`config.mk`:
```
export PLATFORM = sky130hd
export DESIGN_NAME = branch_history_table
export DESIGN_NICKNAME = d
export VERILOG_FILES = /design/src/rtl/branch_history_table.sv
export SDC_FILE = /design/constraint.sdc
export NUM_CORES = 1
export LEC_CHECK = 0
export CORE_MARGIN = 4
export CORE_UTILIZATION = 50
export CTS_CLUSTER_DIAMETER = 150
export DETAILED_ROUTE_END_ITERATION = 8
export PLACE_DENSITY = 0.82
export SYNTH_ARGS = -nofsm -noshare
export SYNTH_HDL_FRONTEND = slang
export SYNTH_SLANG_ARGS = --single-unit
```
`constraint.sdc`:
```
create_clock -name clk -period 7.5 [get_ports clk]
set_input_delay 0.75 -clock clk [delete_from_list [all_inputs] [get_ports clk]]
set_output_delay 0.75 -clock clk [all_outputs]
set_load 0.05 [all_outputs]
```
`src/rtl/branch_history_table.sv`:
```
// Direct-mapped table of 2-bit saturating counters. Fetch reads a prediction;
// execute trains the table with resolved outcomes and tracks mispredict statistics.
module branch_history_table #(
  parameter int INDEX_BITS = 6,
  parameter int PC_WIDTH   = 32
) (
  input  logic                clk,
  input  logic                rst,
  input  logic                pred_req,
  input  logic [PC_WIDTH-1:0] pred_pc,
  input  logic                flush,
  output logic                pred_valid,
  output logic                pred_taken,
  input  logic                upd_valid,
  input  logic [PC_WIDTH-1:0] upd_pc,
  input  logic                upd_br_en,
  input  logic                upd_pred_taken,
  output logic                mispredict,
  output logic [31:0]         num_branches,
  output logic [31:0]         num_mispredicts
);

  // Handshake: pred_req and upd_valid are valid-only qualifiers with no ready;
  // every request and update is accepted in the cycle it is presented.
  localparam int ENTRIES = 1 << INDEX_BITS;

  logic [1:0]            table_q [ENTRIES];
  logic [INDEX_BITS-1:0] pred_idx;
  logic [INDEX_BITS-1:0] upd_idx;
  logic [1:0]            upd_entry;
  logic [1:0]            upd_next;
  logic                  pred_fire;
  logic                  upd_miss;

  assign pred_idx  = pred_pc[INDEX_BITS+1:2];
  assign upd_idx   = upd_pc[INDEX_BITS+1:2];
  assign pred_fire = pred_req & ~flush;
  assign upd_miss  = upd_valid & (upd_br_en != upd_pred_taken);

  // Upper PC bits and the byte offset are deliberately not part of the index.
  logic unused_pc_bits;
  assign unused_pc_bits = ^{pred_pc[PC_WIDTH-1:INDEX_BITS+2], pred_pc[1:0],
                            upd_pc[PC_WIDTH-1:INDEX_BITS+2], upd_pc[1:0]};

  always_comb begin
    upd_entry = table_q[upd_idx];
    upd_next  = upd_entry;
    if (upd_br_en) begin
      if (upd_entry != 2'b11) upd_next = upd_entry + 2'd1;
    end else begin
      if (upd_entry != 2'b00) upd_next = upd_entry - 2'd1;
    end
  end

  always_ff @(posedge clk or posedge rst) begin
    if (rst) begin
      for (int i = 0; i < ENTRIES; i++) table_q[i] <= 2'b01;
    end else if (upd_valid) begin
      table_q[upd_idx] <= upd_next;
    end
  end

  // Reads see the pre-update entry: no bypass from a same-cycle update.
  always_ff @(posedge clk or posedge rst) begin
    if (rst) begin
      pred_valid <= 1'b0;
      pred_taken <= 1'b0;
    end else begin
      pred_valid <= pred_fire;
      if (pred_fire) pred_taken <= table_q[pred_idx][1];
    end
  end

  always_ff @(posedge clk or posedge rst) begin
    if (rst) begin
      mispredict      <= 1'b0;
      num_branches    <= 32'd0;
      num_mispredicts <= 32'd0;
    end else begin
      mispredict <= upd_miss;
      if (upd_valid && num_branches != 32'hFFFF_FFFF)
        num_branches <= num_branches + 32'd1;
      if (upd_miss && num_mispredicts != 32'hFFFF_FFFF)
        num_mispredicts <= num_mispredicts + 32'd1;
    end
  end

endmodule

```
# Word level (Yosys, flattened, before mapping)

Index checks and enable logic that the tools add are counted.

Register bits after elaboration: 195
Logic and storage cells: 101

Add/sub/neg operators: 4
$lt $le $gt $ge: 3
Equality and inequality tests: 4
Mux-type cells: 12
Bitwise operators: 5
Reductions and logical operators: 4

Operators with widths:

| kind                                                       | number |
|---|---|
| bitwise mux 128 bit                                        | 1 |
| adder 32 x 1 -> 32 bit, second input constant              | 2 |
| inequality test 32 bit, second input constant              | 2 |
| binary-select mux 2 bit (select 6 bit)                     | 2 |
| 2-to-1 mux 2 bit                                           | 8 |
| >= comparator 7 bit, second input constant                 | 2 |
| NOT 6 -> 7 bit                                             | 2 |
| demux 2 bit (select 6 bit)                                 | 1 |
| less-than comparator 7 x 1 -> 1 bit, second input constant | 1 |
| logical AND 1 bit                                          | 3 |
| adder 2 x 1 -> 2 bit, second input constant                | 1 |
| bitwise AND 1 bit                                          | 2 |
| inequality test 2 bit, second input constant               | 1 |
| nonzero test 2 bit                                         | 1 |
| subtractor 2 x 1 -> 2 bit, second input constant           | 1 |
| inequality test 1 bit                                      | 1 |
| NOT 1 bit                                                  | 1 |

# Depth between registers and ports, before layout

Gate-level depths: netlist of run 1.

Depth after elaboration: 8
Mapped depth: 14
Gate-level depth less buffers: 7

# Worst setup path before layout of run 1

No wires, ideal clock.

Path type: input to register
Start point: input pred_pc[3]
End point: register pred_taken
Library setup time: 125 ps
Arrival: 2852 ps
Data required time: 7375 ps
Setup slack: 4523 ps
Cell stages on the path: 6
Path buffers: 2
Cells stage by stage: buf_1 > clkbuf_1 > mux4_2 > mux4_2 > mux4_2 > mux2_2

Longest elaborated chain between the ends: 4

RTL lines:

| item                                                 | line | text |
|---|---|---|
| start: declaration                                   | 10   | `input logic [PC_WIDTH-1:0] pred_pc,` |
| NOT 6 -> 7 bit (implied by the code)                 | 70   | `if (pred_fire) pred_taken <= table_q[pred_idx][1];` |
| binary-select mux 2 bit (select 6 bit)               | 70   |  |
| 2-to-1 mux 2 bit (implied by the code) (2 in series) | 70   |  |
| end signal: assignment                               | 70   |  |
| end: declaration                                     | 13   | `output logic pred_taken,` |

No other way between the ends. The select of a mux whose other input is x is not followed.
A chain may end at the register's enable or synchronous reset.

# Worst setup path in the final report of run 1

Start point: input upd_pc[4]
End point: register table_q[53] (netlist bit)

Longest elaborated chain between the ends: 8
Elaborated cells between the ends (all ways): 17

RTL lines:

| item                                                    | line   | text |
|---|---|---|
| start: declaration                                      | 15     | `input logic [PC_WIDTH-1:0] upd_pc,` |
| NOT 6 -> 7 bit (implied by the code) *                  | 46, 59 |  |
| binary-select mux 2 bit (select 6 bit)                  | 46     | `upd_entry = table_q[upd_idx];` |
| 2-to-1 mux 2 bit (implied by the code) (2 in series)    | 46     |  |
| subtractor 2 x 1 -> 2 bit, or another cell as far along | 51     | `if (upd_entry != 2'b00) upd_next = upd_entry - 2'd1;` |
| 2-to-1 mux 2 bit, on equally long branches              | 51, 49 |  |
| 2-to-1 mux 2 bit                                        | 48     | `if (upd_br_en) begin` |
| bitwise mux 128 bit *                                   | 59     | `table_q[upd_idx] <= upd_next;` |
| end signal: indexed assignment                          | 59     |  |
| end: declaration                                        | 27     | `logic [1:0] table_q [ENTRIES];` |

Every way passes the cells marked *; elsewhere a longest branch is shown, timed or not. The select of a mux whose other input is x is not followed.

==> results of run 1 <==
worst max-delay path, delay by kind of cell:
| kind | cells | cell delay, ns |
|---|---|---|
| AOI/OAI and AO/OA | 4 | 0.70 |
| buffers and inverters | 3 | 1.94 |
| and+or+nand+nor | 3 | 1.61 |
power by group:
| group | internal (uW) | switching, uW |
|---|---|---|
| Sequential | 1220 | 105 |
| Clock | 500 | 430 |
| Combinational | 216 | 372 |
metal layers:
metal	GRT usage	wire [um]	share of wire
met2	0.355	11600	0.47
met4	0.0741	493	0.020
met5	0	0	0
met1	0.317	10700	0.43
met3	0.0653	2210	0.088
cell usage in the layout (no fill, tap or decap), types with 10 or more instances in the layout:
master           Yosys  layout
a21oi_1             10      10
and3_1              12      12
buf_4                5      11
clkbuf_16            0      17
clkdlybuf4s50_1      0      84
dfrtp_1            131     131
dfstp_2             64      64
inv_1               14      13
mux2i_1             28      28
mux4_2              30      30
nand2_1            238     238
nand3_1             25      25
nand4_1             17      17
nor2_1              30      29
nor3_1              12      10
o21ai_0             13      13
o31ai_1            120     120
xnor2_1             39      39
xor2_1              24      24
through the flow:
stage               hold slack, ns  setup WS (ns)
finish                       0.470           2.76
floorplan                    0.449           1.54
global placement             0.457           2.56
detailed placement           0.461           2.47
global route                 0.479           2.70
CTS                          0.471           2.90
registers in the layout, summed over array words and instances (netlist names):
| register | cells |
|---|---|
| mispredict | 1 |
| num_branches | 32 |
| num_mispredicts | 32 |
| pred_taken | 1 |
| pred_valid | 1 |
| table_q | 128 |
cell type report:
| type | instances | area, um2 | area share |
|---|---|---|---|
| Inverter | 14 | 60.1 | 0.00514 |
| Sequential cell | 195 | 4960 | 0.424 |
| Tap cell | 265 | 332 | 0.0284 |
| Clock buffer | 17 | 425 | 0.0364 |
| Clock inverter | 15 | 174 | 0.0149 |
| Multi-Input combinational cell | 693 | 4790 | 0.410 |
| Timing Repair Buffer | 97 | 948 | 0.0811 |
final timing paths:
path                                              start                               to  slack, ns
worst max-delay path                          upd_pc[4]          table_q[53]$_DFFE_PP0P_       2.76
worst min-delay path            table_q[42]$_DFFE_PP1P_          table_q[42]$_DFFE_PP1P_       0.47
worst max register to register  table_q[25]$_DFFE_PP0P_          table_q[53]$_DFFE_PP0P_       4.02
worst min register to register  table_q[42]$_DFFE_PP1P_          table_q[42]$_DFFE_PP1P_       0.47
max in group asynchronous                           rst          table_q[11]$_DFFE_PP0P_       5.11
min in group asynchronous                           rst  num_mispredicts[29]$_DFFE_PP0P_       0.87
logic make-up (layout without fill, tap and decap cells):
group | Yosys count | after routing | share of synthesized area
compound gates | 180 | 180 | 0.131
fa+ha+maj | 2 | 2 | 0.00246
buf+inv | 72 | 143 | 0.0426
xor+xnor | 63 | 63 | 0.0543
mux | 67 | 67 | 0.110
flops | 195 | 195 | 0.488
simple gates | 381 | 381 | 0.171
==> impl_metrics.json, run 1 <==
{
  "clock_skew_ns": 0.0107,
  "p_total_uw": 2840,
  "yosysMostFrequentCell": "nand2_1",
  "synth_nets": 1033,
  "place_congestion": 0.857,
  "cts_buffers": 17,
  "placementRows": 51,
  "syn-cell-area_um2": 10200,
  "hold_path_depth": 2,
  "synth-seq-cells": 195,
  "netlist_instances": 960,
  "tightestPinTransition_ns": 1.09,
  "cts_setup_buffers": 0,
  "layout-drive-gt1-share": 0.160,
  "design_area_um2": 11700,
  "cp-start-kind": "primary input",
  "syn2layout_area_growth_pct": 15.1,
  "rsz0062_at_grt": "no",
  "netlist.area_leader.share": 0.323,
  "path_clk_slew_ns": 0.07,
  "antenna_found_initial": 0,
  "dp_hpwl_um": 15900,
  "yosysWarnings": 0,
  "cts_max_path_buffers": 2,
  "synth_area_leaders": "dfrtp_1 (32%), dfstp_2 (17%), o31ai_1 (8.9%), nand2_1 (8.8%), mux4_2 (6.7%)",
  "cts_tree": "yes",
  "min_path_type": "flip-flop to flip-flop",
  "clock_sink_count": 195,
  "postCtsResizedCells": 0,
  "dieArea_um2": 22700,
  "min_period_over_period": 0.632,
  "via_per_inst": 6.08,
  "endpoint_kind": "flip-flop",
  "cap_violations": 0,
  "status": "completed",
  "ir_drop_mv": 0.173,
  "layoutNonFillerInstCount": 1296,
  "ant_nets": 0,
  "cp.arrival_ns": 5.04,
  "utilization": 0.593,
  "grt_pass1_wl_um": 41300,
  "numPortBuffers": 85,
  "slew_headroom": 0.271,
  "synth-edff-count": 0,
  "finalSetupViolations": 0,
  "synth_ff_type": "dfrtp_1",
  "clock_latency_ns": 0.44,
  "drv_slew": 0,
  "root_buffer": "clkbuf_16",
  "htreeDepth": 4,
  "critPathRequiredTime_ns": 7.80,
  "timing.setup.tns_ns": 0,
  "start_util": 0.515,
  "crit_type": "primary input to flip-flop",
  "core_um2": 19700,
  "grt_pass1_vias": 8012,
  "avgSynthCellArea_um2": 10.6,
  "grt_max_degree": 120,
  "pin_count": 138,
  "die_y_um": 151,
  "p_per_area_nw_per_um2": 243,
  "critPathMaxStageDelay_ns": 0.91,
  "synthArstFlopShare": 1.00,
  "path_cells": "clkdlybuf4s50_1, buf_4, nor2b_1, o2bb2ai_1, a22oi_1, a21boi_0, nor4_1, and3b_2, buf_4, o31ai_1",
  "grt_usage": 0.230,
  "dr.pass1.iters": 6,
  "dp.cells": 1264,
  "nNetsFinal": 1091,
  "cp_max_fo": 43,
  "post-route-min-period_ns": 4.74,
  "reg2reg_depth": 8,
  "leakage_uw": 0.00466,
  "die_x_um": 151,
  "drc": 0,
  "hold_buffers": 0,
  "ys_types": 56,
  "overflow": 0,
  "timing.fmax_mhz": 211,
  "final_hold_viol_count": 0,
  "antenna_cells": 0,
  "ys_seq_area_frac": 0.488,
  "place_area_um2": 11100,
  "vias": 7880,
  "fillers": 1589,
  "cp_slowest_cell": "clkdlybuf4s50_1",
  "yosysTopAreaCell": "dfrtp_1",
  "first_iter_violations": 735,
  "netlist_top_cells_count": "nand2_1 (238), dfrtp_1 (131), o31ai_1 (120)",
  "wl_per_cell_um": 19.3,
  "finalWirelength_um": 25000,
  "cp_common_cell": "buf_4"
}
No activity file was read; power rests on OpenSTA's default activity.
==> inputs of run 2 (changes only) <==
Settings changed: PLACE_DENSITY 0.82 to 0.85.
Clock period 7.5 ns to 3.9 ns, I/O delays scaled along.
==> run 2 against run 1 <==
Power grew 98%. Flip-flop and latch count is the same. First-iteration DRC count shrank 18%. Highest routed layer is now met5. Critical path type unchanged. Clock power grew 110%. Register-to-register slack lost 3.1 ns. Worst hold slack lost 0.18 ns. Largest power group unchanged. Die area unchanged. Non-clock buffer count up 26. Clock skew decreased by 0.0021 ns. Sequential power grew 92%. Critical path depth shrank 1. Global-route usage rose by 0.59 points.
==> impl_metrics.json, run 2 (synthesis results as in run 1) <==
{
  "p_sw_frac": 0.308,
  "die_y_um": 151,
  "path_clk_slew_ns": 0.07,
  "root_buffer": "clkbuf_16",
  "grt_pass1_vias": 8020,
  "utilization": 0.609,
  "min_path_type": "primary input to async pin",
  "timing.fmax_mhz": 326,
  "setup_ws_ns": 0.828,
  "antenna_cells": 0,
  "p_sw_uw": 1740,
  "core_um2": 19700,
  "finalSetupViolations": 0,
  "slew_headroom": 0.361,
  "clock_sink_count": 195,
  "clkPwrFrac": 0.340,
  "fin_hold_ws_ns": 0.292,
  "fillers": 1519,
  "cp_max_fo": 24,
  "hold_buffers": 0,
  "cts_max_path_buffers": 2,
  "antenna_found_initial": 1,
  "post-route-min-period_ns": 3.07,
  "cap_violations": 0,
  "ant_nets": 0,
  "pin_count": 138,
  "dieArea_um2": 22700,
  "critPathRequiredTime_ns": 4.20,
  "grt_usage": 0.236,
  "multiInputGateArea_um2": 4780,
  "htreeDepth": 4,
  "rsz0062_at_grt": "no",
  "tightestPinTransition_ns": 0.955,
  "place_congestion": 0.906,
  "min_period_over_period": 0.788,
  "dp.cells": 1290,
  "register_area_um2": 4960,
  "timing.setup.tns_ns": 0,
  "wl_per_cell_um": 19.3,
  "dr.pass1.iters": 7,
  "die_x_um": 151,
  "overflow": 0,
  "vias": 8019,
  "final_cell_mix": "nand2_1 (238), dfrtp_1 (131), o31ai_1 (120), clkdlybuf4s50_1 (84), dfstp_2 (64)",
  "clock_skew_ns": 0.00866,
  "finalWirelength_um": 25500,
  "layout-drive-gt1-share": 0.178,
  "cp-start-kind": "primary input",
  "p_per_area_nw_per_um2": 469,
  "via_per_inst": 6.07,
  "first_iter_violations": 606,
  "cts_tree": "yes",
  "sequentialPowerShare": 0.452,
  "drc": 0,
  "leakage_uw": 0.00484,
  "postCtsResizedCells": 0,
  "endpoint_kind": "flip-flop",
  "cts_setup_buffers": 0,
  "largest_register_ffs": 128,
  "syn2layout_area_growth_pct": 18.2,
  "layoutNonFillerInstCount": 1322,
  "numPortBuffers": 85,
  "ir_drop_mv": 0.545,
  "cts_buffers": 17,
  "dp_hpwl_um": 16700,
  "p_int_uw": 3900,
  "grt_pass1_wl_um": 42300,
  "status": "completed",
  "final_common_cell": "nand2_1",
  "placementRows": 51,
  "drv_slew": 0,
  "start_util": 0.515,
  "dp_slack_ns": 0.454,
  "clock_latency_ns": 0.44,
  "crit_type": "primary input to flip-flop",
  "nNetsFinal": 1117,
  "cp.arrival_ns": 3.38,
  "top_regs": "table_q (128), num_branches (32), num_mispredicts (32)",
  "combPwrFrac": 0.208,
  "final_hold_viol_count": 0,
  "grt_max_degree": 66,
  "regMostFlops": "table_q"
}
[run 2: layer usage]
| metal | wire, um | track usage |
|---|---|---|
| met1 | 10900 | 0.323 |
| met2 | 11600 | 0.363 |
| met3 | 2280 | 0.0599 |
| met4 | 723 | 0.0929 |
| met5 | 11 | 0 |
[run 2: cell type report]
type                       count  share of cell area
clock buffer                  19              0.0369
multi-input combinational    693               0.398
sequential                   195               0.413
inverter                      14             0.00469
clock inverter                13              0.0166
timing repair buffer         123               0.103
tap                          265              0.0276
[run 2: worst max-delay path, stage by stage]
cell             delay, ns
clkdlybuf4s50_1       0.90
and3b_1               0.49
a21oi_1               0.11
a21oi_1               0.16
a211oi_1              0.11
a41oi_2               0.28
and3b_2               0.36
buf_12                0.21
o31ai_1               0.34
[run 2: per-stage QoR]
step | area (um2) | total power [uW]
after global routing | 12000 | 5860
after global placement | 11400 | 3690
after CTS | 12000 | 5650
after detailed placement | 11400 | 3740
after floorplan | 10200 | 3360
final | 12000 | 5630
[run 2: worst paths after layout]
kind                                         start  cells past startpoint                       end  slack [ns]
max in group asynchronous                      rst                      3  table_q[111]$_DFFE_PP0P_        2.54
min                                            rst                      2    table_q[3]$_DFFE_PP0P_        0.29
max reg2reg                table_q[73]$_DFFE_PP0P_                      8  table_q[103]$_DFFE_PP0P_        0.95
min in group clk           table_q[42]$_DFFE_PP1P_                      2   table_q[42]$_DFFE_PP1P_        0.47
max                                      upd_pc[7]                      9  table_q[103]$_DFFE_PP0P_        0.83
min reg2reg                table_q[42]$_DFFE_PP1P_                      2   table_q[42]$_DFFE_PP1P_        0.47
[run 2: power groups by stage]
stage               combinational [uW]  clock, uW  sequential, uW
finish                            1170       1910            2540
global route                      1270       2010            2580
CTS                               1180       1930            2540
detailed placement                1170          0            2570
global placement                  1140          0            2550
floorplan                          594          0            2760
